<file path="src/rtl/ram_arbiter_pkg.sv">
// rtl/ram_arbiter_pkg.sv - shared types and sizes for the two-port RAM arbiter
package ram_arbiter_pkg;
  typedef enum logic [1:0] {ARB, LOCK0, LOCK1} state_t;
  localparam int ADDR_W = 4;
  localparam int DATA_W = 8;
  localparam int DEPTH  = 16;
endpackage

</file>
<file path="src/rtl/ram_16x8.sv">
// rtl/ram_16x8.sv - 16x8 RAM, synchronous write, registered read, clears on reset
module ram_16x8
  import ram_arbiter_pkg::*;
(
  input  logic              clk,
  input  logic              rst,
  input  logic              wr_en,
  input  logic [ADDR_W-1:0] addr,
  input  logic [DATA_W-1:0] data_in,
  output logic [DATA_W-1:0] data_out
);
  logic [DATA_W-1:0] mem [DEPTH];

  // Read returns the pre-write contents when a write hits the same word.
  always_ff @(posedge clk) begin
    if (rst) begin
      for (int i = 0; i < DEPTH; i++) mem[i] <= '0;
      data_out <= '0;
    end else begin
      if (wr_en) mem[addr] <= data_in;
      data_out <= mem[addr];
    end
  end
endmodule

</file>
<file path="src/rtl/ram_arbiter.sv">
// rtl/ram_arbiter.sv - two-requester RAM arbiter with lock bursts and tagged read returns
module ram_arbiter
  import ram_arbiter_pkg::*;
#(
  parameter int MAX_BURST = 4
) (
  input  logic              clk,
  input  logic              rst,
  input  logic              req0,
  input  logic              req1,
  input  logic              lock0,
  input  logic              lock1,
  input  logic              we0,
  input  logic              we1,
  input  logic [ADDR_W-1:0] addr0,
  input  logic [ADDR_W-1:0] addr1,
  input  logic [DATA_W-1:0] wdata0,
  input  logic [DATA_W-1:0] wdata1,
  output logic              gnt0,
  output logic              gnt1,
  output logic              rvalid0,
  output logic              rvalid1,
  output logic [DATA_W-1:0] rdata0,
  output logic [DATA_W-1:0] rdata1
);
  localparam logic [3:0] MAX_B   = 4'(MAX_BURST);
  localparam bit         LOCK_OK = (MAX_BURST > 1);

  state_t            state;
  logic              last_served;
  logic [3:0]        burst_cnt;
  logic [3:0]        cnt_next;
  logic              wr_en;
  logic [ADDR_W-1:0] ram_addr;
  logic [DATA_W-1:0] ram_wdata;
  logic [DATA_W-1:0] ram_dout;
  logic              tag_valid;
  logic              tag_id;

  always_comb begin
    gnt0 = 1'b0;
    gnt1 = 1'b0;
    if (!rst) begin
      case (state)
        ARB: begin
          if (req0 && (!req1 || last_served)) gnt0 = 1'b1;
          else if (req1)                      gnt1 = 1'b1;
        end
        LOCK0:   gnt0 = req0;
        LOCK1:   gnt1 = req1;
        default: ;
      endcase
    end
  end

  always_comb begin
    wr_en     = 1'b0;
    ram_addr  = '0;
    ram_wdata = '0;
    if (gnt0) begin
      wr_en = we0; ram_addr = addr0; ram_wdata = wdata0;
    end else if (gnt1) begin
      wr_en = we1; ram_addr = addr1; ram_wdata = wdata1;
    end
  end

  assign cnt_next = burst_cnt + 4'd1;

  always_ff @(posedge clk) begin
    if (rst) begin
      state       <= ARB;
      last_served <= 1'b1;
      burst_cnt   <= '0;
    end else begin
      case (state)
        ARB: begin
          if (gnt0) begin
            last_served <= 1'b0;
            if (lock0 && LOCK_OK) begin state <= LOCK0; burst_cnt <= 4'd1; end
          end else if (gnt1) begin
            last_served <= 1'b1;
            if (lock1 && LOCK_OK) begin state <= LOCK1; burst_cnt <= 4'd1; end
          end
        end
        LOCK0: begin
          // Any exit (lock dropped, burst limit, idle) leaves last_served at 0.
          last_served <= 1'b0;
          if (gnt0 && lock0 && cnt_next != MAX_B) burst_cnt <= cnt_next;
          else begin state <= ARB; burst_cnt <= '0; end
        end
        LOCK1: begin
          last_served <= 1'b1;
          if (gnt1 && lock1 && cnt_next != MAX_B) burst_cnt <= cnt_next;
          else begin state <= ARB; burst_cnt <= '0; end
        end
        default: begin state <= ARB; burst_cnt <= '0; end
      endcase
    end
  end

  // Tag travels one stage alongside the RAM's registered read.
  always_ff @(posedge clk) begin
    if (rst) begin
      tag_valid <= 1'b0;
      tag_id    <= 1'b0;
      rvalid0   <= 1'b0;
      rvalid1   <= 1'b0;
      rdata0    <= '0;
      rdata1    <= '0;
    end else begin
      tag_valid <= (gnt0 | gnt1) & ~wr_en;
      tag_id    <= gnt1;
      rvalid0   <= tag_valid & ~tag_id;
      rvalid1   <= tag_valid & tag_id;
      if (tag_valid && !tag_id) rdata0 <= ram_dout;
      if (tag_valid &&  tag_id) rdata1 <= ram_dout;
    end
  end

  ram_16x8 u_ram (
    .clk      (clk),
    .rst      (rst),
    .wr_en    (wr_en),
    .addr     (ram_addr),
    .data_in  (ram_wdata),
    .data_out (ram_dout)
  );
endmodule
</file>
<file path="config.mk">
export PLATFORM = sky130hd
export DESIGN_NAME = ram_arbiter
export DESIGN_NICKNAME = d
export VERILOG_FILES = /design/src/rtl/ram_arbiter_pkg.sv /design/src/rtl/ram_16x8.sv /design/src/rtl/ram_arbiter.sv
export SDC_FILE = /design/constraint.sdc
export NUM_CORES = 1
export LEC_CHECK = 0
export CORE_ASPECT_RATIO = 0.75
export CORE_MARGIN = 3
export CORE_UTILIZATION = 30
export DETAILED_ROUTE_END_ITERATION = 8
export PLACE_DENSITY = 0.57
export SLEW_MARGIN = 20
export SYNTH_ARGS = -nofsm -noshare
export SYNTH_HDL_FRONTEND = slang
export SYNTH_SLANG_ARGS = --single-unit
</file>
<file path="constraint.sdc">
create_clock -name clk -period 3.99 [get_ports clk]
set_clock_uncertainty 0.05 [all_clocks]
set_input_delay 0.5985 -clock clk [delete_from_list [all_inputs] [get_ports clk]]
set_output_delay 0.5985 -clock clk [all_outputs]
set_load 0.05 [all_outputs]
</file>
* Yosys cells after proc, flatten, opt, wreduce, memory -nomap -nowiden
Memory sizes are Yosys's and may differ from the RTL's. A register that Yosys moved wholly into a read port is not among the register bits.
Cells that the tools add are included.
** Storage, ports and cells
- Memory bits (writable) :: 128
- Memories :: 1
- Word-level logic and storage cells :: 79
- Bits of input ports :: 32
- Output and inout port bits :: 20
- Flip-flop bits (word level) :: 27
** Memory list
- u_ram.mem :: words 16, width 8, read ports 1, clocked after memory_dff 1, wr ports 16, line ram_16x8.sv:12 : logic [DATA_W-1:0] mem [DEPTH];
** Cells by class
- Multiplexer cells :: 38
- Eq/ne operators :: 8
- Reduce and logical (&&, ||, !) cells :: 16
- Bitwise logic cells :: 6
- Add/subtract/negate cells :: 1
** Operators by type and width (count)
- 2-to-1 mux 4 bit :: 9
- 2-to-1 mux 8 bit :: 3
- 2-to-1 mux 1 bit :: 15
- 2-to-1 mux 2 bit :: 6
- case mux 4 bit (3 select lines) :: 1
- != test 3 bit (second input constant) :: 3
- OR reduction 8 bit :: 1
- logical AND 1 bit :: 7
- case mux 2 bit (3 select lines) :: 1
- AND reduction 5 bit :: 1
- adder 4 x 1 -> 4 bit (second input constant) :: 1
- != test 2 bit (second input constant) :: 2
- != test 4 x 3 -> 1 bit (second input constant) :: 1
- case mux 1 bit (2 select lines) :: 2
- AND 1 bit :: 3
- case mux 1 bit (3 select lines) :: 1
- AND reduction 3 bit :: 1
- nonzero test 3 bit :: 1
- == test 2 x 1 -> 1 bit (second input constant) :: 1
- == test 2 bit (second input constant) :: 1
- zero test 1 bit :: 2
- zero test 2 bit :: 1
- NOT 1 bit :: 2
- AND reduction 2 bit :: 1
- other kinds (2) :: 2

* Longest topological paths before layout
- Word-level depth :: 13
- Depth in mapped cells :: 11

* Modules after synthesis
From an unflattened synthesis, not the netlist that was laid out.
** Second synthesis, totals
- Cells, all modules :: 610
- Area, all modules :: 7608.5 sq um
** By module, submodules not included
- ram_16x8 :: instances 1, sequential area each 4003.8 sq um, cells an instance 423, area an instance 6204.7 sq um
- ram_arbiter :: instances 1, sequential area each 540.5 sq um, cells an instance 187, area an instance 1403.8 sq um

* Least setup slack after synthesis
No wires, ideal clock.
- Kind :: input to register
- Start :: input rst
- End :: memory u_ram.mem[0][0], enable pin
- Cell stages on the path :: 8
- Path slack :: 1.253 ns
- Buffers on the path :: 3
- Data required time :: 3.606 ns
- Arrival time :: 2.352 ns
- Setup time :: 0.334 ns
- Cell sequence :: buf_2 > nand2b_4 > or3_1 > buf_2 > buf_6 > a21oi_1 > nand3_2 > nand2b_1
** RTL lines
- from (decl) :: line ram_arbiter.sv:8 : input logic rst,
- to (decl) :: line ram_16x8.sv:12

==> results.md <==
* Critical path class: flip-flop to flip-flop
* Final slew viol count at 0
* Residual DRC count at 0
* Routed WL at 27,500 um
* Final Cycle Share at 87.2%
* CP Capture Type: flip-flop
* Psw at about 1.7 mW
* Synth Net Count at 896
* Synth Flop Type: edfxtp_1
* CP endpoint: u_ram.mem[4][7]
* Largest net degree at the start of global routing at 52
* Synthesis warning total at 0
* # port buffers at a little over 50
* FF-to-FF setup slack at just over 500 ps
* Core area at 28,400 sq um
* Net Sw Frac at approximately a third
* Initial cell density of the core at 30.9%
* Flops & latches, synth at around 160
* Worst setup path startpoint: state[0]
* Commonest non-fill, non-tap cell in the layout: nor2_1
* Cells after Synth at about 860
* Slew HR at between 50% and 60%
* Starting DRT DRC Count at between 800 and 900
* WHS Path Cells at 2
* CTS tree: built
* Cell area after synthesis at a little under 9000 sq um
* Ranking of synthesized cells by area: edfxtp_1 (44%), dfxtp_1 (8.0%), nor2_1 (7.2%), mux2_2 (4.1%), mux2i_1 (3.7%)
* Clock root cell: clkbuf_16
* WP data required at between 4000 and 5000 ps
* Post-layout util at 36.8%
* H-tree level count at 4
* Die Height at ~150 um
* Outcome: finished, final reports clean
* EDFF count, synth at ~130
* Chip width at 203 um
* DR WL met3 at approximately 2100 um
* Placed wire-length estimate at about 19,000 um
* Peak Freq at roughly 290 MHz
* Pwr Density at 467 nW/um^2
* Period minus WS final at around 3500 ps
* Placed cell count at between 1,000 and 1,500
* Total Routing Usage GR at between 10% and 20%
* Avg WL per Cell at around 21 um
* Via count at about 7,000
* First-pass GRT wire length at around 42,000 um
* Diode count at 0
* Row cnt at between 50 and 60
* Syn avg cell area at roughly 10 sq um
* Routed wl met2 at between 10,000 and 15,000 um
* Setup violators final at 0
* Commonest cells after routing, fill and taps aside: nor2_1 (168), edfxtp_1 (128), clkdlybuf4s50_1 (47)
* CP Data Arrival Time at between 3000 and 4000 ps
* Final Non-Filler Cells at 1,303
* Peak supply drop at 0.274 mV
* Clk Latency, worst-skew pair at 440 ps
* Area leader, netlist: edfxtp_1
* Io pins at 52
* Reg-to-Reg Start: state[0]
* Synth top area share at approximately 44%
* RSZ-0062 raised after global routing: false
* CTS Buffer Depth at 2
* LEAKAGE at between 3 and 4 nW
* Total power at a little under 5 mW
* Sequential power share at a little over two fifths
* Hold Path Class: flip-flop to flip-flop
* # resized after CTS at 0
* Worst-path cell chain: inv_1 > ha_1 > nor2_1 > buf_4 > or3_2 > buf_12 > a21oi_1 > nand3_2 > nand2b_1
* Clk sink count at between 150 and 200
* Hold_buf cts at 0
* Filler Cell Count at about 2,900
* Worst reg2reg endpoint: u_ram.mem[4][7]
* Comb pwr share at between 20% and 30%
* Clock-pin slew on the worst setup and hold paths at approximately 70 ps
* Area Growth Syn to Fin at 19.2%
* Top routing layer in use: met4
* Vias per cell at around 5.4
* Drt pass-1 iters at 6
* Post CTS Setup Buffer Count at 0
* Crit path largest cell delay at approximately 580 ps
* Endpoints failing hold at 0
* Routability cong. at between 0.8 and 0.9
* Vias in the first global route at 6,788
* Antenna violations before repair at 0
* Clock network fraction of design power at around a third
* CP max-delay cell: or3_2
* Yosys cell types at 53
* Max Cap Violations at 0
* Pint at between 3 and 4 mW
* WL met1 at 13,000 um
* Area of the die at 31,300 sq um
* Register area share after synthesis at between 50% and 60%
* Worst Max-Slew Pin Slew at about 630 ps
* Post-layout nets at ~940
* CTS buffer count at 17
* Share of layout cells above drive strength 1 at between 10% and 20%
* DRT antenna net count at 0
* Crit path launch type: flip-flop
* Grt ovf at 0
* Worst R2R Path Depth at 9
* Total negative slack at 0 ps
* Post-synth ARST share at 0%
* CP Max Fanout at 35
-- worst min path at each step --
stage,slack (ps),from,end
4_1_cts,410,rdata0[3],rdata0[3]
6_report,410,rdata0[3],rdata0[3]
5_1_grt,420,rdata0[1],rdata0[1]
2_1_floorplan,380,u_ram.data_out[0],rdata0[0]
3_5_place_dp,400,rdata0[3],rdata0[3]
3_3_place_gp,400,rdata0[4],rdata0[4]
-- cells by family after synthesis --
kind of cell    synth area share (%)
compound gates                  15.2
mux                             7.76
fa+ha+maj                      0.856
buf+inv                         5.85
simple gates                    18.5
flops                           51.8
-- worst max-delay path: cells and delay by family, from the launching register on --
family / cells / cell delay (ps)
buf+inv: 3 / 500
flops: 1 / 340
fa+ha+maj: 1 / 330
compound gates: 1 / 500
simple gates: 4 / 1430
-- cell usage after synthesis, types with 6 or more instances --
master    count
edfxtp_1    128
nor2_1      168
dfxtp_1      35
nor3_1       32
buf_1         6
a41oi_1       8
a22oi_1      32
a22oi_2       8
nand2_2       8
ha_1          6
nor2b_1       7
nor4_1        6
a21oi_1      22
nand2_1      37
a211oi_1     32
mux2i_1      32
inv_1        43
mux2_2       32
nor3b_1      32
o41ai_1      32
nand3_1      13
buf_2        25
a31oi_1       8
nand2b_1     20
clkbuf_1     33
-- per-stage QoR --
| step | hold slack (ps) | instance area, sq um | setup slack, ps |
|---|---|---|---|
| finish | 406 | 10500 | 512 |
| global route | 420 | 10500 | 293 |
| CTS | 408 | 10500 | 556 |
| detailed placement | 397 | 9860 | 200 |
| global placement | 399 | 9860 | 265 |
| floorplan | 382 | 8770 | 1250 |
-- flip-flops by register name, indices dropped and copies added (netlist names) --
| signal | cells |
|---|---|
| burst_cnt | 4 |
| last_served | 1 |
| rdata0 | 8 |
| rdata1 | 8 |
| rvalid0 | 1 |
| rvalid1 | 1 |
| state | 2 |
| tag_id | 1 |
| tag_valid | 1 |
| u_ram.data_out | 8 |
| u_ram.mem | 128 |
-- area by class of cell --
| type | count | area (sq um) | area share (%) |
|---|---|---|---|
| Inverter | 45 | 170 | 1.63 |
| Clock inverter | 14 | 148 | 1.41 |
| Sequential cell | 163 | 4540 | 43.5 |
| Multi-Input combinational cell | 579 | 3730 | 35.7 |
| Timing Repair Buffer | 99 | 928 | 8.88 |
| Clock buffer | 18 | 450 | 4.31 |
| Tap cell | 385 | 482 | 4.61 |
-- power by group through the flow --
stage	clock network (mW)	logic, mW	registers, mW
floorplan	0	0.715	2.07
global placement	0	1.16	2.08
detailed placement	0	1.16	2.08
CTS	1.69	1.16	2.04
global route	1.76	1.26	2.05
finish	1.67	1.18	2.04
-- metal layers --
metal	vias to the layer above	GRT usage [%]
met5	-	0
met4	0	5.01
met3	39	3.64
met2	291	25.3
met1	3482	26.9
li1	3261	-
(Power assumes the default switching activity.)
